==> src/rtl/banked_regfile_pkg.sv <==
// regfile_pkg: shared register indices, bank encoding and logical-to-physical mapping
// for the banked register file.
package regfile_pkg;
    localparam logic [3:0] REG_SP = 4'd13;
    localparam logic [3:0] REG_LR = 4'd14;
    localparam logic [3:0] REG_PC = 4'd15;
    localparam int PHYS_W = 5;

    typedef enum logic [1:0] {USR = 2'd0, IRQ = 2'd1, ABT = 2'd2, SVC = 2'd3} bank_e;

    // R0-R12 map 1:1, R15 sits at 13, then one SP/LR pair per bank from 14 upward
    function automatic logic [PHYS_W-1:0] phys_idx(input logic [3:0] logical, input logic [1:0] bank);
        return logical == REG_SP ? 5'd14 + {2'b0, bank, 1'b0} :
               logical == REG_LR ? 5'd15 + {2'b0, bank, 1'b0} :
               logical == REG_PC ? 5'd13 : {1'b0, logical};
    endfunction
endpackage

==> src/rtl/banked_regfile_if.sv <==
// banked_regfile_if: mode, write, read and issue signals between the datapath and the
// banked register file.
interface banked_regfile_if #(parameter int DATA_W = 32, parameter int NUM_RD = 3);
    logic                     mode_wr_en;
    logic [1:0]               mode_in;
    logic [1:0]               mode_o;
    logic                     w_en1;
    logic [3:0]               w_addr1;
    logic [DATA_W-1:0]        w_data1;
    logic                     w_en2;
    logic [3:0]               w_addr2;
    logic [DATA_W-1:0]        w_data2;
    logic [4*NUM_RD-1:0]      rd_addr;
    logic [DATA_W*NUM_RD-1:0] rd_data;
    logic [NUM_RD-1:0]        rd_busy;
    logic                     issue_en;
    logic [3:0]               issue_addr;

    modport master (
        output mode_wr_en, mode_in, w_en1, w_addr1, w_data1, w_en2, w_addr2, w_data2,
               rd_addr, issue_en, issue_addr,
        input  mode_o, rd_data, rd_busy
    );
    modport slave (
        input  mode_wr_en, mode_in, w_en1, w_addr1, w_data1, w_en2, w_addr2, w_data2,
               rd_addr, issue_en, issue_addr,
        output mode_o, rd_data, rd_busy
    );
endinterface

==> src/rtl/banked_regfile_scoreboard.sv <==
// regfile_scoreboard: one busy bit per physical register; writes clear, issues set,
// and a same-cycle issue overrides a clear on the same entry.
module regfile_scoreboard import regfile_pkg::*; #(
    parameter int NPHYS = 22
) (
    input  logic              clk,
    input  logic              rst_n,
    input  logic              set_en,
    input  logic [PHYS_W-1:0] set_idx,
    input  logic              clr1_en,
    input  logic [PHYS_W-1:0] clr1_idx,
    input  logic              clr2_en,
    input  logic [PHYS_W-1:0] clr2_idx,
    output logic [NPHYS-1:0]  busy_o
);
    logic [NPHYS-1:0] busy_q, busy_d;

    always_comb begin
        busy_d = busy_q;
        if (clr1_en) busy_d[clr1_idx] = 1'b0;
        if (clr2_en) busy_d[clr2_idx] = 1'b0;
        if (set_en) busy_d[set_idx] = 1'b1;
    end

    always_ff @(posedge clk or negedge rst_n) begin
        if (!rst_n) busy_q <= '0;
        else busy_q <= busy_d;
    end

    assign busy_o = busy_q;
endmodule

==> src/rtl/banked_regfile.sv <==
// banked_regfile: R0-R15 with per-bank SP/LR, two prioritised write ports, combinational
// read ports with optional write bypass, and a busy scoreboard.
module banked_regfile import regfile_pkg::*; #(
    parameter int DATA_W    = 32,
    parameter int NUM_RD    = 3,
    parameter int NUM_BANKS = 4,
    parameter int BYPASS    = 1
) (
    input logic             clk,
    input logic             rst_n,
    banked_regfile_if.slave bus
);
    localparam int NPHYS = 14 + 2 * NUM_BANKS;
    localparam bank_e MODE_RST = NUM_BANKS == 4 ? SVC : USR;

    logic [DATA_W-1:0] regs_q [NPHYS];
    logic [DATA_W-1:0] regs_d [NPHYS];
    bank_e             mode_q, mode_d;
    logic [PHYS_W-1:0] wp1, wp2, ip;
    logic [NPHYS-1:0]  busy;

    always_comb begin
        wp1 = phys_idx(bus.w_addr1, mode_q);
        wp2 = phys_idx(bus.w_addr2, mode_q);
        ip = phys_idx(bus.issue_addr, mode_q);
        mode_d = bus.mode_wr_en && 32'(bus.mode_in) < NUM_BANKS ? bank_e'(bus.mode_in) : mode_q;
        regs_d = regs_q;
        if (bus.w_en1) regs_d[wp1] = bus.w_data1;
        if (bus.w_en2) regs_d[wp2] = bus.w_data2;
    end

    always_ff @(posedge clk or negedge rst_n) begin
        if (!rst_n) begin
            mode_q <= MODE_RST;
            for (int k = 0; k < NPHYS; k++) regs_q[k] <= '0;
        end else begin
            mode_q <= mode_d;
            regs_q <= regs_d;
        end
    end

    regfile_scoreboard #(.NPHYS(NPHYS)) u_sb (
        .clk      (clk),
        .rst_n    (rst_n),
        .set_en   (bus.issue_en),
        .set_idx  (ip),
        .clr1_en  (bus.w_en1),
        .clr1_idx (wp1),
        .clr2_en  (bus.w_en2),
        .clr2_idx (wp2),
        .busy_o   (busy)
    );

    assign bus.mode_o = mode_q;

    // Logical address compare suffices: writes and reads share the current mode
    for (genvar i = 0; i < NUM_RD; i++) begin : g_rd
        logic [3:0]        a;
        logic [PHYS_W-1:0] p;
        logic              h1, h2;
        assign a = bus.rd_addr[4*i +: 4];
        assign p = phys_idx(a, mode_q);
        assign h1 = BYPASS != 0 && rst_n && bus.w_en1 && bus.w_addr1 == a;
        assign h2 = BYPASS != 0 && rst_n && bus.w_en2 && bus.w_addr2 == a;
        assign bus.rd_data[DATA_W*i +: DATA_W] = h2 ? bus.w_data2 : h1 ? bus.w_data1 : regs_q[p];
        assign bus.rd_busy[i] = busy[p] & ~(h1 | h2);
    end
endmodule

==> src/flat_wrapper.sv <==
// flat-port wrapper written by rule: the top's interface ports become plain ports
module banked_regfile_flat import regfile_pkg::*;
#(
    parameter int DATA_W    = 32,
    parameter int NUM_RD    = 3,
    parameter int NUM_BANKS = 4,
    parameter int BYPASS    = 1
)
  (clk, rst_n, bus_mode_wr_en, bus_mode_in, bus_w_en1, bus_w_addr1, bus_w_data1, bus_w_en2, bus_w_addr2, bus_w_data2, bus_rd_addr, bus_issue_en, bus_issue_addr, bus_mode_o, bus_rd_data, bus_rd_busy);
  banked_regfile_if #(.DATA_W(DATA_W), .NUM_RD(NUM_RD)) bus_i ();
  input logic clk;
  input logic rst_n;
  input wire logic [$bits(bus_i.mode_wr_en)-1:0] bus_mode_wr_en;
  input wire logic [$bits(bus_i.mode_in)-1:0] bus_mode_in;
  input wire logic [$bits(bus_i.w_en1)-1:0] bus_w_en1;
  input wire logic [$bits(bus_i.w_addr1)-1:0] bus_w_addr1;
  input wire logic [$bits(bus_i.w_data1)-1:0] bus_w_data1;
  input wire logic [$bits(bus_i.w_en2)-1:0] bus_w_en2;
  input wire logic [$bits(bus_i.w_addr2)-1:0] bus_w_addr2;
  input wire logic [$bits(bus_i.w_data2)-1:0] bus_w_data2;
  input wire logic [$bits(bus_i.rd_addr)-1:0] bus_rd_addr;
  input wire logic [$bits(bus_i.issue_en)-1:0] bus_issue_en;
  input wire logic [$bits(bus_i.issue_addr)-1:0] bus_issue_addr;
  output wire logic [$bits(bus_i.mode_o)-1:0] bus_mode_o;
  output wire logic [$bits(bus_i.rd_data)-1:0] bus_rd_data;
  output wire logic [$bits(bus_i.rd_busy)-1:0] bus_rd_busy;
  assign bus_i.mode_wr_en = bus_mode_wr_en;
  assign bus_i.mode_in = bus_mode_in;
  assign bus_i.w_en1 = bus_w_en1;
  assign bus_i.w_addr1 = bus_w_addr1;
  assign bus_i.w_data1 = bus_w_data1;
  assign bus_i.w_en2 = bus_w_en2;
  assign bus_i.w_addr2 = bus_w_addr2;
  assign bus_i.w_data2 = bus_w_data2;
  assign bus_i.rd_addr = bus_rd_addr;
  assign bus_i.issue_en = bus_issue_en;
  assign bus_i.issue_addr = bus_issue_addr;
  assign bus_mode_o = bus_i.mode_o;
  assign bus_rd_data = bus_i.rd_data;
  assign bus_rd_busy = bus_i.rd_busy;
  banked_regfile #(.DATA_W(DATA_W), .NUM_RD(NUM_RD), .NUM_BANKS(NUM_BANKS), .BYPASS(BYPASS)) u_core (.clk(clk), .rst_n(rst_n), .bus(bus_i));
endmodule
==> config.mk <==
export PLATFORM = sky130hd
export DESIGN_NAME = banked_regfile_flat
export DESIGN_NICKNAME = d
export VERILOG_FILES = /design/src/rtl/banked_regfile_pkg.sv /design/src/rtl/banked_regfile_if.sv /design/src/rtl/banked_regfile_scoreboard.sv /design/src/rtl/banked_regfile.sv /design/src/flat_wrapper.sv
export SDC_FILE = /design/constraint.sdc
export NUM_CORES = 2
export LEC_CHECK = 0
export CAP_MARGIN = 40
export CORE_MARGIN = 2
export CORE_UTILIZATION = 40
export DETAILED_ROUTE_END_ITERATION = 10
export MAX_ROUTING_LAYER = met4
export SLEW_MARGIN = 10
export SYNTH_ARGS = -nofsm -noshare
export SYNTH_HDL_FRONTEND = slang
export SYNTH_SLANG_ARGS = --single-unit
==> constraint.sdc <==
create_clock -name clk -period 4.2 [get_ports clk]
set_input_delay 0.42 -clock clk [delete_from_list [all_inputs] [get_ports clk]]
set_output_delay 0.42 -clock clk [all_outputs]
set_load 0.02 [all_outputs]
==> metrics.yaml <==
drt:
  drt-pass1-iter-count: 10
  avgRoutedWirePerCell_um: 40.9
  route.detailed.drc: 0
  route.vias.total: 68700
  finalWirelength_um: 390000
  drt_iter0_drc: 12200
  viasPerCell: 7.21
  ant_nets: 0
cts:
  cts_root_buf: "clkbuf_16"
  cts_buffer_depth: 3
  cts_tree: "done"
  cts.clk_slew.worst_paths_ns: 0.06
  htree_levels: 3
  clock_sinks: 728
  cts_buffers: 93
  clock_latency_ns: 0.77
global_routing:
  use_met2: 0.680
  grt_max_degree: 150
  use_met1: 0.639
  antenna_found_initial: 37
  top_usage_layer: "met2"
  met3_usage: 0.177
  grt_pass1_vias: 62900
  gr-total-overflow: 0
  grt_pass1_wl_um: 527000
  grt_usage: 0.512
logic_synthesis:
  synth_cells: 7437
  async_flop_share: 1.00
  synth_area_um2: 59200
  synth_edf_count: 0
  synth.top_cell.area_share: 0.307
  avgSynthCellArea_um2: 7.95
  yosysWarnings: 0
  ys_types: 89
  ys_top_cells_by_area: "dfrtp_1 (31%), mux2i_1 (15%), a21oi_1 (8.2%)"
  synth-seq-cells: 728
  ys_seq_area_frac: 0.308
  synthFlopType: "dfrtp_1"
  synth_nets: 7534
  synth_top_area_cell: "dfrtp_1"
sta:
  worst_slack_ns: -0.0565
  clock_skew_ns: 0.0444
  setup_viol: 7
  slew_headroom: 0.339
  slew_viol_final: 0
  max_freq_mhz: 235
  hold_viol_final: 0
  hold-worst-slack_ns: 0.111
  tightest_slew_ns: 0.992
  rsz0062_at_grt: "true"
  final.setup.tns_ns: -0.227
  fin_crit_ns: 4.26
  period_share: 1.01
place:
  place_inst: 9288
  place.gp.congestion: 1.06
  place_hpwl_um: 260000
  dp_slack_ns: -0.253
  port_buffers: 196
power:
  p_per_area_nw_per_um2: 474
  leakage_nw: 31.3
  ir_worst_vdd_v: 0.000393
critical_path:
  startpoint: "u_core.bus.mode_o[0]"
  start_kind: "flop"
  rr_startpoint: "u_core.bus.mode_o[0]"
  required_ns: 3.78
  crit_path_end_kind: "primary output"
  path_class: "reg2out"
  arrival_ns: 3.84
  crit_fanout: 12
  regToRegSetupSlack_ns: 0.56
run_status:
  status: "finished, violations left"
  violations: "negative setup slack"
finish:
  layout_common_cells: "nand2_1 (984), a21oi_1 (940), mux2i_1 (892), dfrtp_1 (726), nor2_1 (684)"
  n_fill_cell: 14400
  fin_util: 0.485
  fin_nets: 7600
  final_common_cell: "nand2_1"
  finalNonFillerCells: 9536
  syn_to_final_growth_pct: 20.7
  drive_gt1_frac: 0.172
floorplan:
  num_rows: 141
  top_level_ports: 197
  fp.dieArea_um2: 151000
  fp.coreArea_um2: 147000
  die_h_um: 389
  die_x_um: 389
  initial_core_util: 0.402
run:
  drv_cap: 0
min_path:
  hold_class: "in2async"
-- sequential cells by signal (all words and copies together) (netlist names) --
name                count
u_core.u_sb.busy_o     22
u_core.bus.mode_o       2
u_core.regs_q         704
-- per-stage QoR --
| step | total power [mW] | instance area, um^2 |
|---|---|---|
| after detailed placement | 24.1 | 66600 |
| after global routing | 34.9 | 71400 |
| after CTS | 33.0 | 70800 |
| after floorplan | 18.7 | 59200 |
| after global placement | 23.9 | 66400 |
| final | 33.8 | 71400 |
-- synth_stat cells, types with 17 or more instances --
cell type / count
and3_1: 77
and2_1: 38
nor4_1: 43
o2111ai_1: 29
o221a_2: 17
xnor2_1: 17
nand3_1: 93
a211oi_1: 186
a22o_1: 61
buf_4: 21
dfrtp_1: 726
clkbuf_2: 31
a22oi_1: 113
buf_2: 212
inv_1: 48
o21ai_1: 25
nor2b_1: 75
a21oi_1: 964
a311oi_1: 58
o211ai_1: 44
clkbuf_1: 536
a32o_1: 17
nand2_1: 1026
or3_1: 20
nor3_1: 32
nor3b_1: 20
a21o_1: 35
a221oi_1: 69
mux4_2: 91
o22ai_1: 130
buf_1: 98
o21ai_0: 362
nor2_1: 690
o221ai_1: 89
mux2_2: 24
a31oi_1: 131
mux2i_1: 893
nand3b_1: 25
-- repair_timing --
action | CTS | global route
setup endpoints to repair | 96 | 70
resized for setup | 210 | 94
setup buffers | 36 | 9
hold buffers | 1 | 0
endpoints found under the hold margin | 53 | 0
pin swaps | 38 | 41
gates cloned | 6 | 2
-- power by group --
part,internal [mW],leakage [nW],switching [mW]
combinational,5.40,21.0,7.00
clock,4.93,1.55,3.71
sequential,9.27,8.79,3.53
-- per-layer routing --
metal / part of all wire / vias to the layer above
met2: 0.40 / 6239
met4: 0.090 / 0
li1: - / 27400
met1: 0.37 / 33400
met5: 0 / -
met3: 0.14 / 1671
-- critical path, cell delays in order, from the launching register on --
cell	delay, ns
dfstp_4	0.64
buf_12	0.16
buf_4	0.16
and2_1	0.24
nand2_1	0.08
a211o_2	0.52
buf_8	0.24
buf_4	0.15
o22ai_1	0.19
nor4_1	0.11
a31oi_2	0.38
buf_4	0.22
-- layout make-up --
type | count | area [um^2] | area share
diodes | 33 | 82.6 | 0.00116
clock buffers | 130 | 2710 | 0.0379
clock inverters | 35 | 444 | 0.00622
inverters | 51 | 194 | 0.00272
multi-input cells | 5754 | 38400 | 0.538
flip-flops and latches | 728 | 18200 | 0.255
well taps | 1930 | 2410 | 0.0338
repair buffers | 875 | 8900 | 0.125
-- kinds of logic (layout without fill, tap and decap cells) --
family	Yosys count	count (layout)	synth area share
AND/OR/NAND/NOR	2234	2234	0.164
multiplexers	1008	1008	0.190
XOR/XNOR	30	30	0.00457
AO/OA/AOI/OAI	2478	2481	0.264
buffers and inverters	958	1091	0.0684
adder cells (fa/ha/maj)	1	1	0.000211
other	0	33	0
flip-flops	728	728	0.308
-- worst paths after layout --
| path | depth (start not counted) | end |
|---|---|---|
| worst max-delay path | 11 | bus_rd_data[93] |
| worst min-delay path | 2 | u_core.regs_q[47] |
| worst max register to register | 10 | u_core.regs_q[249] |
| worst min register to register | 1 | u_core.u_sb.busy_o[19] |
| max in group asynchronous | 5 | u_core.regs_q[121] |
| min in group clk | 3 | u_core.bus.mode_o[1] |
Power figures use the tool's default switching activity.
